**config.mk**
```make
export PLATFORM = sky130hd
export DESIGN_NAME = rnd_feeder_n8
export DESIGN_NICKNAME = d
export VERILOG_FILES = /design/src/rtl/rnd_pkg.sv /design/src/rtl/xorshift32_step.sv /design/src/rtl/rnd_feeder_n8.sv
export SDC_FILE = /design/constraint.sdc
export NUM_CORES = 1
export LEC_CHECK = 0
export ABC_AREA = 1
export BUFFER_PORTS_ARGS = -buffer_cell sky130_fd_sc_hd__clkbuf_2
export CORE_UTILIZATION = 45
export CTS_BUF_LIST = sky130_fd_sc_hd__clkbuf_8
export CTS_CLUSTER_DIAMETER = 100
export DETAILED_ROUTE_END_ITERATION = 7
export HOLD_SLACK_MARGIN = 0.1
export MAX_ROUTING_LAYER = met4
export PLACE_DENSITY = 0.66
export SKIP_CTS_REPAIR_TIMING = 1
export SYNTH_ARGS = -nofsm -noshare
export SYNTH_HDL_FRONTEND = slang
export SYNTH_SLANG_ARGS = --single-unit
export TNS_END_PERCENT = 5
```
**constraint.sdc**
```tcl
create_clock -name clk -period 30.2 [get_ports clk]
set_input_delay 3.02 -clock clk [delete_from_list [all_inputs] [get_ports clk]]
set_output_delay 3.02 -clock clk [all_outputs]
set_load 0.005 [all_outputs]
```
**src/rtl/rnd_pkg.sv**
```systemverilog
// Shared definitions for the randomness feeder: xorshift32 constants, FSM states
// and the refresh-word count of the downstream full-XOR unmasking stage.
package rnd_pkg;

  localparam logic [31:0] XS_DEFAULT_SEED = 32'h2545F491;
  localparam int          XS_SHIFT_A      = 13;
  localparam int          XS_SHIFT_B      = 17;
  localparam int          XS_SHIFT_C      = 5;

  typedef enum logic [1:0] {
    IDLE = 2'd0,
    FILL = 2'd1,
    FULL = 2'd2
  } feed_state_e;

  // Refresh words consumed per unmasking operation for n_shares shares.
  function automatic int randnum(input int n_shares);
    int log_k;
    log_k = $clog2(n_shares + 1) - 1;
    if (n_shares == 1) return 0;
    return log_k * (1 << (log_k - 1)) + n_shares - (1 << log_k);
  endfunction

endpackage

```
**src/rtl/xorshift32_step.sv**
```systemverilog
// One combinational xorshift32 step (13/17/5); shared by all xorshift generators.
module xorshift32_step
  import rnd_pkg::*;
(
  input  logic [31:0] i_x,
  output logic [31:0] o_z
);

  logic [31:0] t_a;
  logic [31:0] t_b;

  assign t_a = i_x ^ (i_x << XS_SHIFT_A);
  assign t_b = t_a ^ (t_a >> XS_SHIFT_B);
  assign o_z = t_b ^ (t_b << XS_SHIFT_C);

endmodule

```
**src/rtl/rnd_feeder_n8.sv**
```systemverilog
// Randomness supply for the 8-share unmasking stage: fills a RANDNUM-word buffer
// from a seeded xorshift32 stream and refills it after every consumer take.
//
// state | meaning
// IDLE  | unseeded, outputs inert, takes ignored
// FILL  | writing one fresh word per enabled cycle
// FULL  | vector complete and unused, o_rvld high
module rnd_feeder_n8
  import rnd_pkg::*;
#(
  parameter  int K_WIDTH  = 32,
  parameter  int N_SHARES = 8,
  localparam int LOG_K    = $clog2(N_SHARES + 1) - 1,
  localparam int RANDNUM  = (N_SHARES == 1) ? 0
                          : LOG_K * (2 ** (LOG_K - 1)) + N_SHARES - 2 ** LOG_K
)
(
  input  logic                       clk,
  input  logic                       rst,
  input  logic                       ena,
  input  logic                       i_seed_vld,
  input  logic [31:0]                i_seed,
  input  logic                       i_take,
  output logic [K_WIDTH*RANDNUM-1:0] o_rnd,
  output logic                       o_rvld,
  output logic                       o_busy
);

  localparam int                 CNT_W    = (RANDNUM > 1) ? $clog2(RANDNUM) : 1;
  localparam logic [CNT_W-1:0]   CNT_LAST = CNT_W'(RANDNUM - 1);

  // The shift constants only produce a full-period generator on 32-bit words.
  if (K_WIDTH != 32) begin : g_bad_width
    $error("rnd_feeder_n8: K_WIDTH must be 32");
  end
  if (RANDNUM != randnum(N_SHARES)) begin : g_bad_randnum
    $error("rnd_feeder_n8: RANDNUM disagrees with rnd_pkg::randnum");
  end

  feed_state_e                state_q;
  feed_state_e                state_d;
  logic [31:0]                x_q;
  logic [31:0]                x_next;
  logic [CNT_W-1:0]           cnt_q;
  logic [K_WIDTH*RANDNUM-1:0] rnd_q;
  logic [31:0]                seed_val;
  logic                       last_word;

  xorshift32_step u_step (
    .i_x (x_q),
    .o_z (x_next)
  );

  // A zero seed would lock xorshift at zero forever.
  assign seed_val  = (i_seed == 32'd0) ? XS_DEFAULT_SEED : i_seed;
  assign last_word = (cnt_q == CNT_LAST);

  always_ff @(posedge clk or posedge rst) begin
    if (rst) begin
      state_q <= IDLE;
    end else begin
      state_q <= state_d;
    end
  end

  always_comb begin
    state_d = state_q;
    if (ena) begin
      if (i_seed_vld) begin
        state_d = FILL;
      end else begin
        case (state_q)
          FILL:    if (last_word) state_d = FULL;
          FULL:    if (i_take)    state_d = FILL;
          default: state_d = state_q;
        endcase
      end
    end
  end

  always_comb begin
    o_rvld = 1'b0;
    o_busy = 1'b0;
    case (state_q)
      FILL:    o_busy = 1'b1;
      FULL:    o_rvld = 1'b1;
      default: ;
    endcase
  end

  // Seeding restarts the fill from word 0, discarding any partial vector.
  always_ff @(posedge clk or posedge rst) begin
    if (rst) begin
      x_q   <= '0;
      cnt_q <= '0;
      rnd_q <= '0;
    end else if (ena) begin
      if (i_seed_vld) begin
        x_q   <= seed_val;
        cnt_q <= '0;
      end else if (state_q == FILL) begin
        rnd_q[int'(cnt_q)*K_WIDTH +: K_WIDTH] <= x_next;
        x_q   <= x_next;
        cnt_q <= last_word ? '0 : cnt_q + 1'b1;
      end
    end
  end

  assign o_rnd = rnd_q;

endmodule

```
Word-level counts from Yosys, hierarchy flattened:

Index checks and enable logic that the tools add are counted.

* flip-flop bits (word level): 422
* bits in latches: 0
* bits in writable memories: 0
* memory bits (read-only): 0
* bits of input ports: 37
* output and inout bits: 386
* logic and storage cells: 36
* memories kept: 0

* $add $sub $neg: 2
* $mul: 0
* div/mod/pow operators: 0
* $lt $le $gt $ge: 0
* equality and inequality tests: 5
* shifts and indexed selects: 2
* muxes and demuxes: 13
* bitwise gates (word level): 4
* reductions and logical operators: 6

Operators by type and width (number)
* $bwmux 384: 1
* $shift 32x33->384 const A: 1
* $shiftx 32x33->384: 1
* $mux 32: 3
* $xor 32x32->32: 2
* $neg 9->33: 1
* $logic_not 32->1: 1
* $xor 32x15->32: 1
* $mux 4: 3
* $mux 2: 3
* $ne 3x3->1 const B: 2
* $add 4x1->4 const B: 1
* $eq 4x4->1 const B: 1
* $pmux 2 s2: 1
* $reduce_and 4->1: 1
* $reduce_and 3->1: 1
* $reduce_bool 3->1: 1
* $eq 2x1->1 const B: 1
* $eq 2x2->1 const B: 1
* $mux 1: 2
* $reduce_and 2->1: 1
* $reduce_bool 2->1: 1
* $not 1->1: 1

Logic depth before layout (Yosys ltp):

Gate-level depths: netlist of run 1.

* depth in word-level cells: 5
* mapped depth: 17

Cells and area by module:

From an unflattened synthesis of run 1, not the netlist that was laid out.

* cell total of the unflattened synthesis: 2660
* area total of the unflattened synthesis: 20130.6 µm²

Modules (own cells, without submodules)
* rnd_feeder_n8: times used 1, cells an instance 2402, area each 19032.0 µm²
* xorshift32_step: times used 1, cells an instance 258, area each 1098.6 µm²

Worst setup path after synthesis of run 1:

OpenSTA, ideal clock, no wires.

* path kind: input port to flip-flop
* start point: input port i_seed_vld
* end point: register rnd_q[304] (netlist: o_rnd[304])
* library setup time: 127 ps
* data arrival time: 4122 ps
* setup slack: 25950 ps
* stages on the path: 10
* cells stage by stage: inv_2 -> nand3_2 -> inv_2 -> nand3_1 -> inv_1 -> nand2_1 -> buf_2 -> buf_2 -> nand2_1 -> o21ai_0

* word-level cells in the longest chain between the ends: 2

RTL lines
* from (decl): RTL line rnd_feeder_n8.sv:21 `input logic i_seed_vld,`
* $not 1->1 (no line)
* $reduce_and 3->1 (no line)
* to (signal, indexed assignment): RTL line rnd_feeder_n8.sv:102 `rnd_q[int'(cnt_q)*K_WIDTH +: K_WIDTH] <= x_next;`
* to (decl): RTL line rnd_feeder_n8.sv:45 `logic [K_WIDTH*RANDNUM-1:0] rnd_q;`

No other way between the ends.
A chain may end at the register's enable or synchronous reset.

Worst setup path in the final report of run 1:

* start point: input port i_seed_vld
* end point: register rnd_q[227] (netlist: o_rnd[227])

Same word-level chain as after synthesis.

==> results of run 1 <==
worst max-delay path, delay by kind of cell:
| kind | cells | cell delay [ps] |
|---|---|---|
| AND/OR/NAND/NOR | 5 | 1070 |
| buffers and inverters | 5 | 1680 |
| AO/OA/AOI/OAI | 1 | 80 |
logic make-up after synthesis:
group	Yosys count
flip-flops	422
AND/OR/NAND/NOR	1410
AO/OA/AOI/OAI	207
adder cells (fa/ha/maj)	3
XOR/XNOR	5
buffers and inverters	222
per-layer routing:
| layer | track usage, % | share of wire (%) | vias up |
|---|---|---|---|
| li1 | - | - | 8028 |
| met1 | 45.83 | 42 | 8531 |
| met2 | 48.44 | 44 | 832 |
| met3 | 8.145 | 9.9 | 143 |
| met4 | 14.26 | 4.0 | 0 |
| met5 | - | 0 | - |
metrics by stage:
step	power, mW	cell area, µm²	util, %	worst slack [ps]
2_1_floorplan	1.094	18470	-	15430
4_1_cts	1.975	22350	55.74	24860
5_1_grt	2.077	22380	55.81	24560
6_report	1.985	22380	55.81	24800
3_3_place_gp	1.438	20850	52.01	24310
3_5_place_dp	1.442	20850	52.01	24200
Yosys cell counts:
cell type,instances,share of area (%)
nand2_1,908,18
dfrtp_1,422,57
nand3_1,221,6.0
nor2_1,221,4.5
o21ai_0,109,3.0
inv_1,83,1.7
clkbuf_1,66,1.3
o21ai_1,59,1.6
buf_2,43,1.2
a21oi_1,24,0.65
nand4_1,18,0.61
nor3_1,14,0.38
inv_2,12,0.24
a22oi_1,7,0.28
buf_1,7,0.14
buf_4,7,0.28
o22ai_1,7,0.24
nor2_2,6,0.20
nor3_4,4,0.35
buf_6,3,0.18
ha_1,3,0.20
nor2_4,3,0.18
nor4_1,3,0.10
or2_2,3,0.10
xnor2_1,3,0.14
nand3_2,2,0.11
nand4_4,2,0.23
inv_4,1,0.034
nand2_2,1,0.034
nand2_4,1,0.061
nand3_4,1,0.095
nand4_2,1,0.068
nor3_2,1,0.054
o21a_1,1,0.041
xnor2_2,1,0.088
xor2_1,1,0.047
power by group through the flow:
stage,combinational [mW],sequential [mW],clock [mW]
global placement,0.767,0.671,0
detailed placement,0.769,0.673,0
finish,0.788,0.665,0.532
floorplan,0.439,0.655,0
global route,0.839,0.670,0.568
CTS,0.771,0.663,0.541
flip-flops by register name, indices dropped and copies added, names as in the netlist:
signal,cells
state_q,2
x_q,32
o_rnd,384
cnt_q,4
final timing paths:
kind	startpoint	endpoint	slack (ps)	cells past startpoint
worst min register to register	o_rnd[162]$_DFFE_PP0P_	o_rnd[162]$_DFFE_PP0P_	480	2
worst min-delay path	o_rnd[162]$_DFFE_PP0P_	o_rnd[162]$_DFFE_PP0P_	480	2
min in group asynchronous	rst	o_rnd[148]$_DFFE_PP0P_	2580	2
worst max-delay path	i_seed_vld	o_rnd[227]$_DFFE_PP0P_	24800	11
worst max register to register	cnt_q[0]$_DFFE_PP0P_	o_rnd[227]$_DFFE_PP0P_	25170	9
max in group asynchronous	rst	o_rnd[108]$_DFFE_PP0P_	25410	4
area by class of cell:
type                            count  area [µm²]
Multi-Input combinational cell   1625        6989
Clock inverter                     23       105.1
Tap cell                          525       656.9
Fill cell                        3814       17720
Clock buffer                      101        1390
Sequential cell                   422       10560
Timing Repair Buffer              443        2302
Inverter                           96       371.6
==> flow_metrics.py, run 1 <==
metrics = {
    "run_status": {
        "status": "completed",
    },
    "setup_path": {
        "critPathLaunchType": "input pin",
        "cp-end-kind": "flip-flop",
        "crit_top_cell": "inv_2",
        "required_ps": 30670,
        "cp_cell_sequence": "clkbuf_2, inv_2, nand3_2, inv_2, nand2_2, inv_4, nand2_4, nor2_4, inv_2, nand2_1, o21ai_1",
        "cpMaxStageDelayCell": "inv_2",
        "cp.arrival_ps": 5870,
        "critPathMaxFanout": 40,
        "crit_type": "in -> reg",
        "cp_slowest_stage_delay_ps": 550,
    },
    "clock_network": {
        "root_buffer": "clkbuf_8",
        "clock-sinks": 422,
        "cts_buffer_depth": 3,
        "numCtsBuffers": 73,
        "clock_latency_ps": 620,
        "clkSlewWorstSetupHoldPaths_ps": 60,
        "cts-htree-levels": 3,
        "cts_tree": "yes",
    },
    "detailed_routing": {
        "vias_per_cell": 5.420,
        "detail-route-antenna-nets": 0,
        "drc": 0,
        "wl_per_cell_um": 21.19,
        "routed-via-count": 17530,
        "routed_wirelength_um": 68540,
        "drt_iter0_markers": 1601,
        "drt-pass1-iter-count": 8,
    },
    "logic_synthesis": {
        "synth_top_family_by_area": "simple AND/OR/NAND/NOR gates",
        "synth_area_um2": 18470,
        "yosysUniqueCellTypes": 36,
        "ys_seq_area_share_pct": 57.17,
        "synth-simple-area-share_pct": 31.51,
        "ys_warn_count": 0,
        "synthCells": 2269,
        "synth_area_per_cell_um2": 8.141,
        "ys_seq_elements": 422,
        "synth_xor_area_share_pct": 0.2777,
        "syn_nets": 2309,
        "muxShareOfSynthArea_pct": 0,
        "synthAdderAreaFrac_pct": 0.2032,
        "synth_compound_area_share_pct": 5.764,
    },
    "global_route": {
        "grt_max_degree": 164,
        "grt_usage_pct": 33.84,
        "first_global_vias": 16500,
        "grt-ovfl-total": 0,
        "antenna_found_initial": 0,
        "grt_pass1_wl_um": 102300,
    },
    "die": {
        "fp.dieW_um": 204.6,
        "num_rows": 73,
        "num_io_pins": 423,
        "die_area_um2": 41870,
        "start_util_pct": 46.07,
        "die_h_um": 204.6,
        "core-area_um2": 40100,
    },
    "timing": {
        "finalCritPeriodShare_pct": 17.90,
        "final-hold-violation-count": 0,
        "setup_violations": 0,
        "slew_headroom_pct": 17.86,
        "setup_tns_ps": 0,
        "drv_slew": 0,
        "hold_ws_ps": 479.1,
        "rsz0062_at_grt": "false",
        "worstMarginPinSlew_ps": 1228,
        "max_freq_ghz": 0.1850,
        "period_minus_slack_ps": 5404,
        "finClkSkew_ps": 24.30,
    },
    "cells_and_area": {
        "mostFrequentLayoutCells": "nand2_1 (908), clkbuf_2 (422), dfrtp_1 (421)",
        "stdcell_count": 3235,
        "drive_gt1_share_pct": 21.99,
        "area_growth_pct": 21.13,
        "layout_commonest_cell": "nand2_1",
        "num_antenna_cells": 0,
        "fin_nets": 2701,
    },
    "placed_design": {
        "gpl.final_weighted_congestion": 0.9523,
        "place_inst": 3110,
        "portBuffers": 422,
        "dpl.hpwl_um": 48410,
    },
    "min_path": {
        "hp-class": "reg -> reg",
    },
    "run": {
        "maxCapViolations": 0,
    },
    "pwr": {
        "p_per_area_nw_per_um2": 88.73,
        "pwr-share-comb_pct": 39.7,
        "switching_share_pct": 46.71,
        "seq_power_share_pct": 33.5,
        "p_switching_uw": 927.3,
        "clkPwrFrac_pct": 26.8,
        "vdd_drop_max_v": 0.00004702,
        "p_int_mw": 1.058,
        "p_leak_nw": 12.70,
    },
}
(Power assumes the default switching activity.)
==> run 2: changes to the inputs <==
- ABC_AREA: 1 -> 0
- PLACE_DENSITY: 0.66 -> 0.67
- clock period: 30.2 -> 5.1 ns (I/O delays scaled with it)
==> flow_metrics.py, run 2 <==
metrics = {
    "timing": {
        "worst_slack_ps": 1610,
        "period_minus_slack_ps": 3490,
        "finalCritPeriodShare_pct": 68.44,
        "drv_slew": 0,
        "final-hold-violation-count": 0,
        "finClkSkew_ps": 24.09,
        "worstMarginPinSlew_ps": 1302,
        "setup_violations": 0,
        "rsz0062_at_grt": "false",
        "slew_headroom_pct": 12.60,
        "hold_ws_ps": 164.3,
        "max_freq_ghz": 0.2865,
    },
    "setup_path": {
        "required_ps": 5600,
        "cp-end-kind": "flip-flop",
        "crit_type": "reg -> reg",
        "cp.arrival_ps": 3990,
        "critPathLaunchType": "flip-flop",
        "critPathMaxFanout": 62,
    },
    "detailed_routing": {
        "detail-route-antenna-nets": 0,
        "wl_per_cell_um": 22.10,
        "drc": 0,
        "routed_wirelength_um": 55120,
        "vias_per_cell": 5.287,
        "drt-pass1-iter-count": 5,
        "routed-via-count": 13190,
        "drt_iter0_markers": 780,
    },
    "logic_synthesis": {
        "async_reset_ff_share_pct": 100.0,
        "synth_common_cells": "dfrtp_1 (422), nand2_1 (294), o21ai_0 (202), mux2_2 (147), clkbuf_1 (62)",
        "yosysMostFrequentCell": "dfrtp_1",
        "synth_area_um2": 17400,
        "synth_area_leaders": "dfrtp_1 (61%), mux2_2 (9.5%), nand2_1 (6.3%)",
        "synth_area_leader_cell": "dfrtp_1",
        "synth_area_per_cell_um2": 11.61,
        "yosysUniqueCellTypes": 53,
        "ys_seq_elements": 422,
        "ys_warn_count": 0,
        "synth_edf_count": 0,
        "ys_seq_area_share_pct": 60.69,
        "syn_nets": 1538,
        "synth_top_cell_area_share_pct": 60.69,
        "ys.flop_type": "dfrtp_1",
        "synthCells": 1498,
    },
    "placed_design": {
        "dpl.hpwl_um": 38980,
        "place_ws_ps": 1315,
        "portBuffers": 422,
        "gpl.final_weighted_congestion": 0.8880,
    },
    "cells_and_area": {
        "largest_reg_flops": 384,
        "area_growth_pct": 23.72,
        "drive_gt1_share_pct": 37.39,
        "mostFrequentLayoutCells": "dfrtp_1 (422), clkbuf_2 (422), nand2_1 (288)",
        "fin_util_pct": 56.88,
        "fin_nets": 1967,
    },
    "pwr": {
        "p_leak_nw": 11.10,
        "switching_share_pct": 46.85,
        "vdd_drop_max_v": 0.0004856,
        "p_int_mw": 7.637,
        "clkPwrFrac_pct": 21.7,
        "seq_power_share_pct": 30.5,
        "p_switching_mw": 6.732,
        "pwr-share-comb_pct": 47.8,
        "p_per_area_nw_per_um2": 667.6,
    },
    "die": {
        "die_area_um2": 39460,
        "num_io_pins": 423,
        "num_rows": 71,
        "core-area_um2": 37840,
        "start_util_pct": 45.98,
        "fp.dieW_um": 198.6,
        "die_h_um": 198.6,
    },
    "clock_network": {
        "cts_tree": "yes",
        "cts-htree-levels": 3,
        "clkSlewWorstSetupHoldPaths_ps": 60,
        "numCtsBuffers": 72,
        "root_buffer": "clkbuf_8",
        "cts_buffer_depth": 3,
        "clock_latency_ps": 640,
        "clock-sinks": 422,
    },
    "global_route": {
        "antenna_found_initial": 1,
        "grt_pass1_wl_um": 81100,
        "grt-ovfl-total": 0,
        "first_global_vias": 12880,
        "grt_max_degree": 167,
        "grt_usage_pct": 28.82,
    },
    "min_path": {
        "hp-class": "in -> reg",
    },
    "run_status": {
        "status": "completed",
    },
    "run": {
        "maxCapViolations": 0,
    },
}
[run 2: stage by stage]
step	setup TNS, ps	std cells	area [µm²]	power [mW]
detailed placement	0	2363	20020	11.30
global route	0	2494	21530	15.02
global placement	0	2363	20020	11.20
floorplan	-465670	1498	17400	7.630
finish	0	2494	21530	14.37
CTS	0	2492	21510	14.43
[run 2: cell families (layout without fill, tap and decap cells)]
kind of cell / Yosys count / in the layout / share of synthesized area, %
XOR/XNOR: 75 / 75 / 5.091
buffers and inverters: 102 / 586 / 2.503
AO/OA/AOI/OAI: 299 / 299 / 9.902
flip-flops: 422 / 422 / 60.69
adder cells (fa/ha/maj): 3 / 3 / 0.2158
other: 0 / 1 / 0
multiplexers: 171 / 171 / 11.02
AND/OR/NAND/NOR: 426 / 426 / 10.57
[run 2: power groups by stage]
stage	clock [mW]	combinational (mW)	sequential (mW)
6_report	3.11	6.87	4.39
3_5_place_dp	0	6.86	4.44
5_1_grt	3.34	7.23	4.45
3_3_place_gp	0	6.78	4.42
2_1_floorplan	0	3.29	4.34
4_1_cts	3.17	6.88	4.39
[run 2: worst paths after layout]
check                                        from                     end  slack (ps)  cells past startpoint
max                          cnt_q[1]$_DFFE_PP0P_  o_rnd[370]$_DFFE_PP0P_        1610                      7
min reg2reg                o_rnd[226]$_DFFE_PP0P_  o_rnd[226]$_DFFE_PP0P_         480                      2
max reg2reg                  cnt_q[1]$_DFFE_PP0P_  o_rnd[370]$_DFFE_PP0P_        1610                      7
min                                    i_seed[12]     x_q[12]$_DFFE_PP0P_         160                      3
min in group asynchronous                     rst  o_rnd[174]$_DFFE_PP0P_         560                      3
max in group asynchronous                     rst   o_rnd[87]$_DFFE_PP0P_        3130                      4
[run 2: routing by layer]
metal  vias up  GRT usage [%]  share of wire (%)
met5         -              -                  0
met4         0          11.34                3.4
met3       112          6.663                7.0
met2       489          42.71                 46
met1      6574          38.38                 44
li1       6010              -                  -
[run 2: area by class of cell]
class	instances	area, µm²
antenna	1	2.502
clock buffer	97	1335
clock inverter	32	153.9
fill	3309	16320
inverter	13	52.55
multi-input combinational	974	6465
sequential	422	10560
tap	511	639.4
timing repair buffer	444	2317
[run 2: critical path: stages, from the launching register on]
cell and delay (ps):
dfrtp_1 500, inv_1 130, ha_1 400, buf_4 260, nand2b_1 280, nor4_2 520, nand2_2 740, mux2_2 520
